--- src/rtl/logic_op_arbiter.sv ---
// ---------------------------------------------------------------------------
// logic_op_arbiter
//   Shares one WIDTH-bit bitwise logic unit between two requesters.
//   Round-robin arbitration picks a requester in IDLE. The accepted op is
//   latched, evaluated in EXEC and returned as a tagged response in RESP.
//   The response is held in RESP until the consumer takes it.
//
// Ports
//   clk, rst_n                  rising-edge clock, async active-low reset
//   req0_valid/ready/op/a/b     requester 0 handshake and payload
//   req1_valid/ready/op/a/b     requester 1 handshake and payload
//   rsp_valid/ready/id/data     tagged result handshake
//   busy                        FSM is not in IDLE
//   done_cnt                    completed responses, saturating
// ---------------------------------------------------------------------------
module logic_op_arbiter #(
    parameter int WIDTH = 4,
    parameter int CNTW  = 8
) (
    input  logic             clk,
    input  logic             rst_n,
    input  logic             req0_valid,
    output logic             req0_ready,
    input  logic [2:0]       req0_op,
    input  logic [WIDTH-1:0] req0_a,
    input  logic [WIDTH-1:0] req0_b,
    input  logic             req1_valid,
    output logic             req1_ready,
    input  logic [2:0]       req1_op,
    input  logic [WIDTH-1:0] req1_a,
    input  logic [WIDTH-1:0] req1_b,
    output logic             rsp_valid,
    input  logic             rsp_ready,
    output logic             rsp_id,
    output logic [WIDTH-1:0] rsp_data,
    output logic             busy,
    output logic [CNTW-1:0]  done_cnt
);

    localparam logic [1:0] ST_IDLE = 2'd0;
    localparam logic [1:0] ST_EXEC = 2'd1;
    localparam logic [1:0] ST_RESP = 2'd2;

    localparam logic [CNTW-1:0] CNT_MAX = {CNTW{1'b1}};

    logic [1:0]       state_r;
    logic             last_grant_r;
    logic [2:0]       op_r;
    logic [WIDTH-1:0] a_r;
    logic [WIDTH-1:0] b_r;
    logic             id_r;
    logic             rsp_valid_r;
    logic             rsp_id_r;
    logic [WIDTH-1:0] rsp_data_r;
    logic [CNTW-1:0]  done_cnt_r;
    logic             grant0_s;
    logic             grant1_s;

    // Bitwise evaluation of one op; b is unused for NOT a and PASS a.
    function automatic logic [WIDTH-1:0] logic_op_f(
        input logic [2:0]       op,
        input logic [WIDTH-1:0] a,
        input logic [WIDTH-1:0] b
    );
        logic [WIDTH-1:0] res;
        case (op)
            3'd0:    res = a & b;
            3'd1:    res = a | b;
            3'd2:    res = ~(a | b);
            3'd3:    res = a ^ b;
            3'd4:    res = ~(a & b);
            3'd5:    res = ~(a ^ b);
            3'd6:    res = ~a;
            3'd7:    res = a;
            default: res = {WIDTH{1'b0}};
        endcase
        return res;
    endfunction

    // Round-robin grant: only in IDLE and out of reset; on contention the
    // requester that did not win last time is chosen.
    always_comb begin
        grant0_s = 1'b0;
        grant1_s = 1'b0;
        if ((state_r == ST_IDLE) && rst_n) begin
            if (req0_valid && req1_valid) begin
                if (last_grant_r) begin
                    grant0_s = 1'b1;
                end else begin
                    grant1_s = 1'b1;
                end
            end else if (req0_valid) begin
                grant0_s = 1'b1;
            end else if (req1_valid) begin
                grant1_s = 1'b1;
            end else begin
                grant0_s = 1'b0;
                grant1_s = 1'b0;
            end
        end else begin
            grant0_s = 1'b0;
            grant1_s = 1'b0;
        end
    end

    // Sequencer: latch granted op, evaluate it, hold the response until taken.
    always_ff @(posedge clk or negedge rst_n) begin
        if (!rst_n) begin
            state_r      <= ST_IDLE;
            last_grant_r <= 1'b1;
            op_r         <= 3'd0;
            a_r          <= {WIDTH{1'b0}};
            b_r          <= {WIDTH{1'b0}};
            id_r         <= 1'b0;
            rsp_valid_r  <= 1'b0;
            rsp_id_r     <= 1'b0;
            rsp_data_r   <= {WIDTH{1'b0}};
        end else begin
            case (state_r)
                ST_IDLE: begin
                    if (grant0_s || grant1_s) begin
                        op_r         <= grant1_s ? req1_op : req0_op;
                        a_r          <= grant1_s ? req1_a  : req0_a;
                        b_r          <= grant1_s ? req1_b  : req0_b;
                        id_r         <= grant1_s;
                        last_grant_r <= grant1_s;
                        state_r      <= ST_EXEC;
                    end else begin
                        state_r <= ST_IDLE;
                    end
                end
                ST_EXEC: begin
                    rsp_data_r  <= logic_op_f(op_r, a_r, b_r);
                    rsp_id_r    <= id_r;
                    rsp_valid_r <= 1'b1;
                    state_r     <= ST_RESP;
                end
                ST_RESP: begin
                    // rsp_data/rsp_id deliberately keep their value afterwards.
                    if (rsp_ready) begin
                        rsp_valid_r <= 1'b0;
                        state_r     <= ST_IDLE;
                    end else begin
                        state_r <= ST_RESP;
                    end
                end
                default: begin
                    rsp_valid_r <= 1'b0;
                    state_r     <= ST_IDLE;
                end
            endcase
        end
    end

    // Completed-response counter, saturating at all ones.
    always_ff @(posedge clk or negedge rst_n) begin
        if (!rst_n) begin
            done_cnt_r <= {CNTW{1'b0}};
        end else if ((state_r == ST_RESP) && rsp_ready && (done_cnt_r != CNT_MAX)) begin
            done_cnt_r <= done_cnt_r + {{(CNTW-1){1'b0}}, 1'b1};
        end else begin
            done_cnt_r <= done_cnt_r;
        end
    end

    assign req0_ready = grant0_s;
    assign req1_ready = grant1_s;
    assign rsp_valid  = rsp_valid_r;
    assign rsp_id     = rsp_id_r;
    assign rsp_data   = rsp_data_r;
    assign busy       = (state_r != ST_IDLE);
    assign done_cnt   = done_cnt_r;

endmodule

--- config.mk ---
export PLATFORM = sky130hd
export DESIGN_NAME = logic_op_arbiter
export DESIGN_NICKNAME = d
export VERILOG_FILES = /design/src/rtl/logic_op_arbiter.sv
export SDC_FILE = /design/constraint.sdc
export NUM_CORES = 1
export LEC_CHECK = 0
export BUFFER_PORTS_ARGS = -buffer_cell sky130_fd_sc_hd__buf_4
export CAP_MARGIN = 20
export CORE_ASPECT_RATIO = 1.1
export CORE_MARGIN = 2
export CORE_UTILIZATION = 45
export CTS_BUF_LIST = sky130_fd_sc_hd__clkbuf_4 sky130_fd_sc_hd__clkbuf_8
export CTS_CLUSTER_DIAMETER = 50
export DETAILED_ROUTE_END_ITERATION = 16
export PLACE_DENSITY_LB_ADDON = 0.3
export SYNTH_ARGS = -nofsm -noshare
export SYNTH_HDL_FRONTEND = slang
export SYNTH_SLANG_ARGS = --single-unit
--- constraint.sdc ---
create_clock -name clk -period 4.4 [get_ports clk]
set_clock_uncertainty 0.05 [all_clocks]
set_input_delay 0.66 -clock clk [delete_from_list [all_inputs] [get_ports clk]]
set_output_delay 0.66 -clock clk [all_outputs]
set_load 0.01 [all_outputs]
# Word level (Yosys, flattened, before mapping)
# Cells that the tools add are included.
# totals
reg_bits	29
inputBits	27
out_inout_bits	17
elab_cells	58
# classes
n_addsub	1
eq_ne	11
n_mux	18
bitwise	8
n_reduce_logical	10
# op_table
operator	count
$pmux W4 S8	1
$not A4 Y4	4
$eq A3 B3 Y1 const B	4
$mux W1	11
$add A8 B1 Y8 const B	1
$mux W4	2
$ne A8 B8 Y1 const B	1
$eq A3 B2 Y1 const B	2
$pmux W2 S3	1
$and A4 B4 Y4	1
$logic_and A1 B1 Y1	4
$or A4 B4 Y4	1
$reduce_and A2 Y1	2
$xor A4 B4 Y4	1
$eq A3 B1 Y1 const B	1
$logic_not A3 Y1	1
$mux W3	1
$pmux W1 S3	1
$eq A2 B1 Y1 const B	1
$eq A2 B2 Y1 const B	1
$logic_not A2 Y1	1
$mux W2	1
$ne A2 B2 Y1 const B	1
$reduce_bool A2 Y1	1
other kinds (2)	2

# Longest topological paths before layout
# Gate-level depths: netlist of the first run.
# logic_depth
depth_word	7
ltp_mapped	6
mapped_depth_nobuf	6

# Worst setup path after synthesis of the first run
# Ideal clock, no wire load.
# synth_path
path_type	input to output
from	input rst_n
to	output req0_ready
arrival_ns	1.341
required_time_ns	3.690
setup_slack_ns	2.349
stages	4
n_path_buf	1
cell_sequence	nor3b_2 nand3_2 buf_4 inv_1
# synth_via
elab_chain_cells	2
# synth_lines
element	line	source
start: declaration	21	input logic rst_n,
$logic_and A1 B1 Y1	85	if ((state_r == ST_IDLE) && rst_n) begin
$mux W1	85	
end: declaration	23	output logic req0_ready,
# No other way between the ends.

# Worst setup path in the final report of the first run
# layout_path
from	input rst_n
to	output req1_ready
# layout_via
elab_chain_cells	2
# layout_lines
element	line	source
$logic_and A1 B1 Y1	85	
$mux W1	85	
end: declaration	28	output logic req1_ready,
# No other way between the ends.

==> reports/qor.yml, run 1 <==
sta:
  finalSetupViolCount: 0
  tightestPinTransition_ns: 0.5512
  finalSetupTns_ns: 0
  worst_slack_ns: 1.474
  fin_crit_ns: 2.927
  fin_crit_sh_pct: 66.51
  finalHoldViolCount: 0
  rsz0062_at_grt: "false"
  drv_slew: 0
  slew_headroom_pct: 62.86
  fmax_mhz: 341.7
critical_path:
  crit_arrival_ns: 2.22
  cp_top_family: "simple AND/OR/NAND/NOR gates"
  critPathCaptureType: "output pin"
  slowest_delay_ns: 0.48
  crit_chain: "buf_4, nor3b_2, nand3_1, inv_1, buf_4"
  crit_type: "in2out"
  cp.required_ns: 3.69
  crit_slowest_cell: "nand3_1"
  crit_fanout: 30
  crit_top_cell: "buf_4"
  worstSetupStartpointType: "primary input"
  reg2reg_setup_slack_ns: 2.57
  critPathBufInv: 3
clock_network:
  path_clk_slew_ns: 0.10
  cts_setup_buffers: 0
  cts_tree: "built"
  clock_latency_ns: 0.33
  ctsResizeCount: 0
  clock_path_buffers: 2
  root_buffer: "clkbuf_4"
  hold_buffers: 0
  h-tree-depth: 2
  cts.sinks: 29
  numCtsBuffers: 5
yosys:
  yosysUniqueCellTypes: 38
  synth-main-ff-cell: "dfrtp_1"
  synth_top_area_cell: "dfrtp_1"
  ys_ff_latch: 29
  synth_edf_count: 0
  synthArstFlopShare_pct: 100.0
  seq_area_frac_synth_pct: 44.39
  syn_inst: 161
  syn_avg_cell_area_um2: 10.17
  synth_area_leaders: "dfrtp_1 (43%), ha_1 (6.9%), xor2_1 (4.8%)"
  syn_nets: 197
  netlist.area_leader.share_pct: 42.78
  synth_area_mm2: 0.001638
  yosys_warnings: 0
power_and_ir_drop:
  irDropWorstVdd_v: 0.0002744
  p_total_mw: 1.218
  p_per_area_mw_per_mm2: 592.1
  p_leak_nw: 1.040
placed_design:
  place_ws_ns: 1.459
  gp_congestion: 0.8725
  hpwl_um: 2666
  io_buffer_count: 43
  place_inst: 247
die:
  dieArea_mm2: 0.004139
  rows: 22
  num_io_pins: 44
  dieHeight_um: 67.28
  die_w_um: 61.52
  core_mm2: 0.003413
  start_util_pct: 47.98
flow_run:
  maxCapViolCount: 0
drt:
  vias: 1324
  drc: 0
  drt_iter0_drc: 50
  vias_per_cell: 5.192
  wl_per_cell_um: 13.65
  drtPass1Iterations: 4
  wl_um: 3481
  ant_nets: 0
finish:
  finalNetCount: 242
  drive_gt1_share_pct: 30.92
  layout.cells.non_filler: 255
  area_growth_pct: 25.59
  diodes: 0
global_routing:
  track_usage_pct: 19.71
  grt_pass1_vias: 1367
  grt_overflow: 0
  grt_pass1_wl_um: 5934
  antenna_found_initial: 0
  grt_max_degree: 31
status:
  status: "complete, no violations"
hold_path:
  hold_class: "in2async"
-- cell usage after synthesis (2+ instances only) --
master and n:
xor2_1 9, o31ai_1 4, a211oi_1 3, o22ai_2 2
o21a_1 2, dfrtp_1 28, o22ai_1 8, o2bb2ai_1 3
mux2i_1 5, nor3_1 3, or2_2 2, nand2b_1 3
nand2_1 12, ha_1 9, nor2b_1 2, nand3_1 4
buf_2 3, nor2_1 9, a21oi_1 12, o21ai_0 2
o32ai_1 4, inv_1 15, buf_4 2
-- final cells by class --
type                       count  area (um2)
tap                           48       60.06
inverter                      15       56.30
sequential                    29       726.9
fill                         305        1356
timing repair buffer          44       330.3
clock buffer                   7       65.06
clock inverter                 1       5.005
multi-input combinational    111       813.3
-- final timing paths --
kind / from / end / depth (start not counted)
max in group asynchronous: rst_n / last_grant_r$_DFFE_PN1P_ / 1
worst max-delay path: rst_n / req1_ready / 5
worst min register to register: rsp_data[2]$_DFFE_PN0P_ / rsp_data[2]$_DFFE_PN0P_ / 2
worst max register to register: state_r[1]$_DFF_PN0_ / b_r[2]$_DFFE_PN0P_ / 4
worst min-delay path: rst_n / rsp_data[0]$_DFFE_PN0P_ / 1
min in group clk: rsp_data[2]$_DFFE_PN0P_ / rsp_data[2]$_DFFE_PN0P_ / 2
-- stage by stage --
| step | utilization [%] | hold WS, ns | area (um2) |
|---|---|---|---|
| 6_report | 60.26 | 0.1821 | 2057 |
| 5_1_grt | 60.26 | 0.1851 | 2057 |
| 4_1_cts | 60.26 | 0.1790 | 2057 |
| 3_5_place_dp | 58.21 | 0.4184 | 1987 |
| 3_3_place_gp | 57.99 | 0.4135 | 1979 |
| 2_1_floorplan | - | 0.3144 | 1638 |
-- state kept, by name, summed over array words and instances (netlist names), 2 cells and up --
| signal | count |
|---|---|
| done_cnt | 8 |
| op_r | 3 |
| state_r | 2 |
| rsp_data | 4 |
| a_r | 4 |
| b_r | 4 |
-- kinds of logic after synthesis --
logic type / after synthesis / synth area share [%]
AND/OR/NAND/NOR: 41 / 13.83
AO/OA/AOI/OAI: 44 / 19.18
adder cells (fa/ha/maj): 9 / 6.876
multiplexers: 7 / 4.431
XOR/XNOR: 10 / 5.348
flip-flops: 29 / 44.39
buffers and inverters: 21 / 5.958
-- worst register-to-register path, stage by stage (launching register included) --
cell and delay, ns:
dfrtp_1 0.44, nor3b_2 0.36, nand3_1 0.48, o22ai_1 0.30, a21oi_1 0.07
-- where the power goes --
| part | internal [mW] | leakage, nW | switching [mW] |
|---|---|---|---|
| clock | 0.0925 | 0.0413 | 0.0946 |
| combinational | 0.274 | 0.652 | 0.271 |
| sequential | 0.374 | 0.347 | 0.112 |
-- placed cells by master, fill, tap and decap left out, types with 3 or more instances in the layout --
master	netlist	routed
buf_4	2	44
dfrtp_1	28	28
inv_1	15	15
nand2_1	12	12
a21oi_1	12	12
nor2_1	9	9
xor2_1	9	9
ha_1	9	9
o22ai_1	8	8
mux2i_1	5	5
clkbuf_4	0	5
nand3_1	4	4
o32ai_1	4	4
o31ai_1	4	4
nand2b_1	3	3
o2bb2ai_1	3	3
a211oi_1	3	3
nor3_1	3	3
-- metal layers --
layer | global-route usage [%] | vias to the layer above | share of wire, %
met4 | 6.915 | 0 | 1.0
met3 | 7.280 | 4 | 4.3
met2 | 33.55 | 23 | 54
met5 | 0 | - | 0
li1 | - | 661 | -
met1 | 22.33 | 636 | 41
Power figures use the tool's default switching activity.
==> inputs of run 2 (changes only) <==
==> constraint.sdc (replaced) <==
create_clock -name clk -period 2.95 [get_ports clk]
set_clock_uncertainty 0.05 [all_clocks]
set_input_delay 0.4425 -clock clk [delete_from_list [all_inputs] [get_ports clk]]
set_output_delay 0.4425 -clock clk [all_outputs]
set_load 0.01 [all_outputs]
==> run 2 against run 1 <==
Net effect:
- worst setup slack worse by 0.74 ns
- wire length up 6.5%
- critical path depth down 1
- final cell count up 0.78%
- clock power up 52%
- sequential share of layout area down 0.26 points
- final area up 0.73%
- total power up 52%
- global-route usage up 0.85 points
- sequential cell count unchanged
- die area unchanged
- sequential power up 49%
- critical endpoint is now req0_ready
- largest cell class unchanged
- highest routed layer unchanged
==> reports/qor.yml, run 2 (synthesized netlist as in run 1, its figures left out) <==
status:
  status: "complete, no violations"
finish:
  area_growth_pct: 26.51
  mostFrequentLayoutCells: "buf_4 (46), dfrtp_1 (28), inv_1 (15)"
  finalNetCount: 244
  largest_reg_flops: 8
  diodes: 0
  fillers: 304
  drive_gt1_share_pct: 31.58
  final_common_cell: "buf_4"
critical_path:
  cp.required_ns: 2.46
  critPathCaptureType: "output pin"
  worstSetupStartpointType: "flip-flop"
  crit_arrival_ns: 1.72
  crit_type: "reg2out"
  crit_fanout: 13
  critPathLaunch: "state_r[0]$_DFF_PN0_"
  regToRegStartpoint: "op_r[0]$_DFFE_PN0P_"
sta:
  slew_headroom_pct: 61.79
  tightestPinTransition_ns: 0.5672
  finalSetupViolCount: 0
  fin_crit_sh_pct: 75.16
  rsz0062_at_grt: "false"
  finalHoldViolCount: 0
  drv_slew: 0
  finalSetupTns_ns: 0
  fin_crit_ns: 2.217
  fmax_mhz: 451.0
  worst_hold_slack_ns: 0.06148
global_routing:
  track_usage_pct: 20.56
  antenna_found_initial: 0
  grt_pass1_wl_um: 6168
  grt_max_degree: 30
  grt_pass1_vias: 1428
  grt_overflow: 0
placed_design:
  io_buffer_count: 43
  hpwl_um: 2812
  gp_congestion: 0.8482
die:
  die_w_um: 61.52
  rows: 22
  dieArea_mm2: 0.004139
  start_util_pct: 47.98
  dieHeight_um: 67.28
  num_io_pins: 44
  core_mm2: 0.003413
drt:
  wl_um: 3708
  drt_iter0_drc: 45
  drc: 0
  ant_nets: 0
  wl_per_cell_um: 14.43
  vias_per_cell: 5.451
  drtPass1Iterations: 4
  vias: 1401
clock_network:
  clock_latency_ns: 0.34
  ctsResizeCount: 0
  root_buffer: "clkbuf_4"
  hold_buffers: 0
  h-tree-depth: 2
  cts.sinks: 29
  cts_setup_buffers: 0
  clock_path_buffers: 2
  numCtsBuffers: 5
  cts_tree: "built"
  path_clk_slew_ns: 0.10
flow_run:
  maxCapViolCount: 0
power_and_ir_drop:
  irDropWorstVdd_v: 0.0004832
  p_leak_nw: 1.049
  p_per_area_mw_per_mm2: 891.2
hold_path:
  hold_class: "in2async"
[run 2: cell types whose count changed in the layout (fill, tap and decap cells not counted), sizes merged]
cell,before,now
buf,44,46
[run 2: layout make-up]
class | count | area (um2) | share of cell area, %
clock inverters | 1 | 5.005 | 0.2415
well taps | 48 | 60.06 | 2.899
flip-flops and latches | 29 | 726.9 | 35.08
inverters | 15 | 56.30 | 2.717
clock buffers | 7 | 65.06 | 3.140
multi-input cells | 111 | 813.3 | 39.25
repair buffers | 46 | 345.3 | 16.67
[run 2: power by group]
group,total (mW),switching [mW],internal (mW)
sequential,0.725,0.167,0.558
clock,0.285,0.147,0.138
combinational,0.837,0.424,0.413
[run 2: worst max-delay path: stages (launching register included)]
cell     delay (ns)
dfrtp_1        0.45
nor3b_2        0.33
nand3_2        0.35
inv_1          0.13
buf_4          0.13
[run 2: metal layers]
metal  wire length (um)  global-route usage (%)  up-vias  part of all wire, %
met2               1946                   35.53       47                   52
met3                195                   6.130       14                  5.3
met5                  0                       0        -                    0
li1                   -                       -      665                    -
met1               1470                   22.15      675                   40
met4                 95                   10.64        0                  2.6
[run 2: path summary, 6_finish.rpt]
path	cells after the start	slack, ns	endpoint
max	4	0.73	req0_ready
min	2	0.06	a_r[0]$_DFFE_PN0P_
max reg2reg	4	1.25	rsp_data[2]$_DFFE_PN0P_
min reg2reg	2	0.43	rsp_data[2]$_DFFE_PN0P_
max in group asynchronous	2	2.46	last_grant_r$_DFFE_PN1P_
min in group clk	2	0.23	last_grant_r$_DFFE_PN1P_
[run 2: stage by stage]
stage               instances  area (um2)  power [mW]  setup WS, ns  util [%]
floorplan                 161        1638       1.278         1.334         -
global placement          249        2002       1.514         1.060     58.65
detailed placement        249        2002       1.561         1.001     58.65
CTS                       257        2072       1.854        0.7170     60.70
global route              257        2072       1.992        0.6022     60.70
finish                    257        2072       1.847        0.7329     60.70
==> inputs of run 3 (changes only) <==
==> constraint.sdc (replaced) <==
create_clock -name clk -period 2.07 [get_ports clk]
set_clock_uncertainty 0.05 [all_clocks]
set_input_delay 0.3105 -clock clk [delete_from_list [all_inputs] [get_ports clk]]
set_output_delay 0.3105 -clock clk [all_outputs]
set_load 0.01 [all_outputs]
==> run 3 against run 2 <==
Net effect:
- final area grew 0.72%
- worst setup slack got worse by 0.57 ns
- die area unchanged
- worst hold slack improved by 0.058 ns
- critical path depth unchanged
- sequential cell count stayed put
- core utilization rose by 0.44 points
- total power increased by 39%
- via count down 2.9%
- combinational power increased by 41%
- sequential share of layout area fell by 0.25 points
- highest routed layer unchanged
==> reports/qor.yml, run 3 (synthesized netlist as in run 1, its figures left out) <==
status:
  status: "complete, no violations"
hold_path:
  whs_endpoint: "last_grant_r$_DFFE_PN1P_"
  min_delay_path_depth: 2
  hp-start: "req0_valid"
  hold_class: "in2reg"
clock_network:
  cts.sinks: 29
  h-tree-depth: 2
  clock_latency_ns: 0.33
  numCtsBuffers: 5
  clock_path_buffers: 2
  root_buffer: "clkbuf_4"
  path_clk_slew_ns: 0.09
  cts_tree: "built"
sta:
  rsz0062_at_grt: "false"
  worst_hold_slack_ns: 0.1192
  finalSetupViolCount: 0
  finalHoldViolCount: 0
  fin_crit_ns: 1.905
  fin_crit_sh_pct: 92.03
  finalSetupTns_ns: 0
  slew_headroom_pct: 71.61
  tightestPinTransition_ns: 0.4258
  fmax_mhz: 525.0
  drv_slew: 0
power_and_ir_drop:
  power_switching_mw: 1.011
  pwr-share-seq_pct: 40.1
  p_clk_share_pct: 14.1
  irDropWorstVdd_v: 0.0006099
  pwr-share-comb_pct: 45.8
  internal_power_mw: 1.562
  p_leak_nw: 1.052
  p_sw_share_pct: 39.28
  p_per_area_mw_per_mm2: 1233
die:
  core_mm2: 0.003413
  dieHeight_um: 67.28
  dieArea_mm2: 0.004139
  die_w_um: 61.52
  num_io_pins: 44
  rows: 22
  start_util_pct: 47.98
critical_path:
  crit_type: "reg2out"
  reg2reg_to: "done_cnt[1]$_DFFE_PN0P_"
  regToRegStartpoint: "done_cnt[0]$_DFFE_PN0P_"
  slowest_delay_ns: 0.47
  reg2reg_setup_slack_ns: 0.46
  crit_slowest_cell: "dfrtp_1"
  worstSetupStartpointType: "flip-flop"
  crit_arrival_ns: 1.54
  rr_worst_depth: 4
  crit_chain: "nor3b_4, nand3_2, inv_1, buf_4"
  critPathCaptureType: "output pin"
  crit_fanout: 7
  cp.required_ns: 1.71
global_routing:
  grt_pass1_wl_um: 5865
  grt_max_degree: 30
  antenna_found_initial: 0
  track_usage_pct: 19.50
  grt_overflow: 0
  grt_pass1_vias: 1362
drt:
  vias_per_cell: 5.275
  drt_iter0_drc: 28
  wl_per_cell_um: 13.74
  drc: 0
  drtPass1Iterations: 4
  wl_um: 3545
  vias: 1361
  ant_nets: 0
placed_design:
  io_buffer_count: 43
  hpwl_um: 2714
  place_inst: 249
  gp_congestion: 0.8560
  placed_cell_area_mm2: 0.002002
finish:
  diodes: 0
  final_common_cell: "buf_4"
  mostFrequentLayoutCells: "buf_4 (46), dfrtp_1 (28), inv_1 (15)"
  drive_gt1_share_pct: 31.90
  final_area_mm2: 0.002087
  finalNetCount: 246
  largest_reg_flops: 8
  layout.cells.non_filler: 258
  area_growth_pct: 27.43
flow_run:
  maxCapViolCount: 0
run 3: cell types whose count changed in the layout (fill, tap and decap cells not counted), sizes merged:
cell / delta
buf: +1
clkinv: -1
dlygate4sd3: +1
run 3: area by class of cell:
class | count | area [um2]
repair buffers | 48 | 360.3
clock buffers | 7 | 58.81
inverters | 15 | 56.30
fillers | 300 | 1326
multi-input cells | 111 | 824.5
flip-flops and latches | 29 | 726.9
well taps | 48 | 60.06
run 3: through the flow:
step,setup WS (ns),util (%),power [mW]
6_report,0.1651,61.14,2.573
5_1_grt,0.03618,61.14,2.808
4_1_cts,0.04340,60.67,2.585
3_5_place_dp,0.3645,58.65,2.210
3_3_place_gp,0.4010,58.65,2.151
2_1_floorplan,0.5092,-,1.821
run 3: power by group through the flow:
stage	clock [mW]	sequential [mW]	combinational, mW
6_report	0.363	1.03	1.18
5_1_grt	0.408	1.07	1.33
4_1_cts	0.378	1.03	1.18
3_5_place_dp	0	1.04	1.17
3_3_place_gp	0	1.02	1.13
2_1_floorplan	0	1.00	0.816
run 3: worst max path at each step:
stage / start / endpoint / slack, ns / depth (start not counted)
after floorplan: done_cnt[0]$_DFFE_PN0P_ / done_cnt[1]$_DFFE_PN0P_ / 0.51 / 4
after global placement: req1_valid / b_r[3]$_DFFE_PN0P_ / 0.40 / 3
after detailed placement: req1_valid / a_r[0]$_DFFE_PN0P_ / 0.36 / 3
after CTS: state_r[0]$_DFF_PN0_ / req1_ready / 0.04 / 4
after global routing: state_r[0]$_DFF_PN0_ / req1_ready / 0.04 / 4
final: state_r[0]$_DFF_PN0_ / req0_ready / 0.17 / 4
run 3: layer usage:
metal  global-route usage, %  vias to the layer above  share of wire [%]
li1                        -                      667                  -
met1                   21.19                      657                 40
met2                   33.68                       28                 53
met3                   6.130                        9                4.4
met4                   9.309                        0                1.9
met5                       0                        -                  0
run 3: timing repair:
action,CTS,global route
setup buffers,0,0
hold buffers,1,0
endpoints found under the hold margin,28,0
setup endpoints to repair,0,1
gates resized for setup,0,2
run 3: worst max-delay path, delay by kind of cell (launching register included):
family / cells / cell delay (ns)
flip-flops: 1 / 0.47
buffers and inverters: 2 / 0.22
AND/OR/NAND/NOR: 2 / 0.53
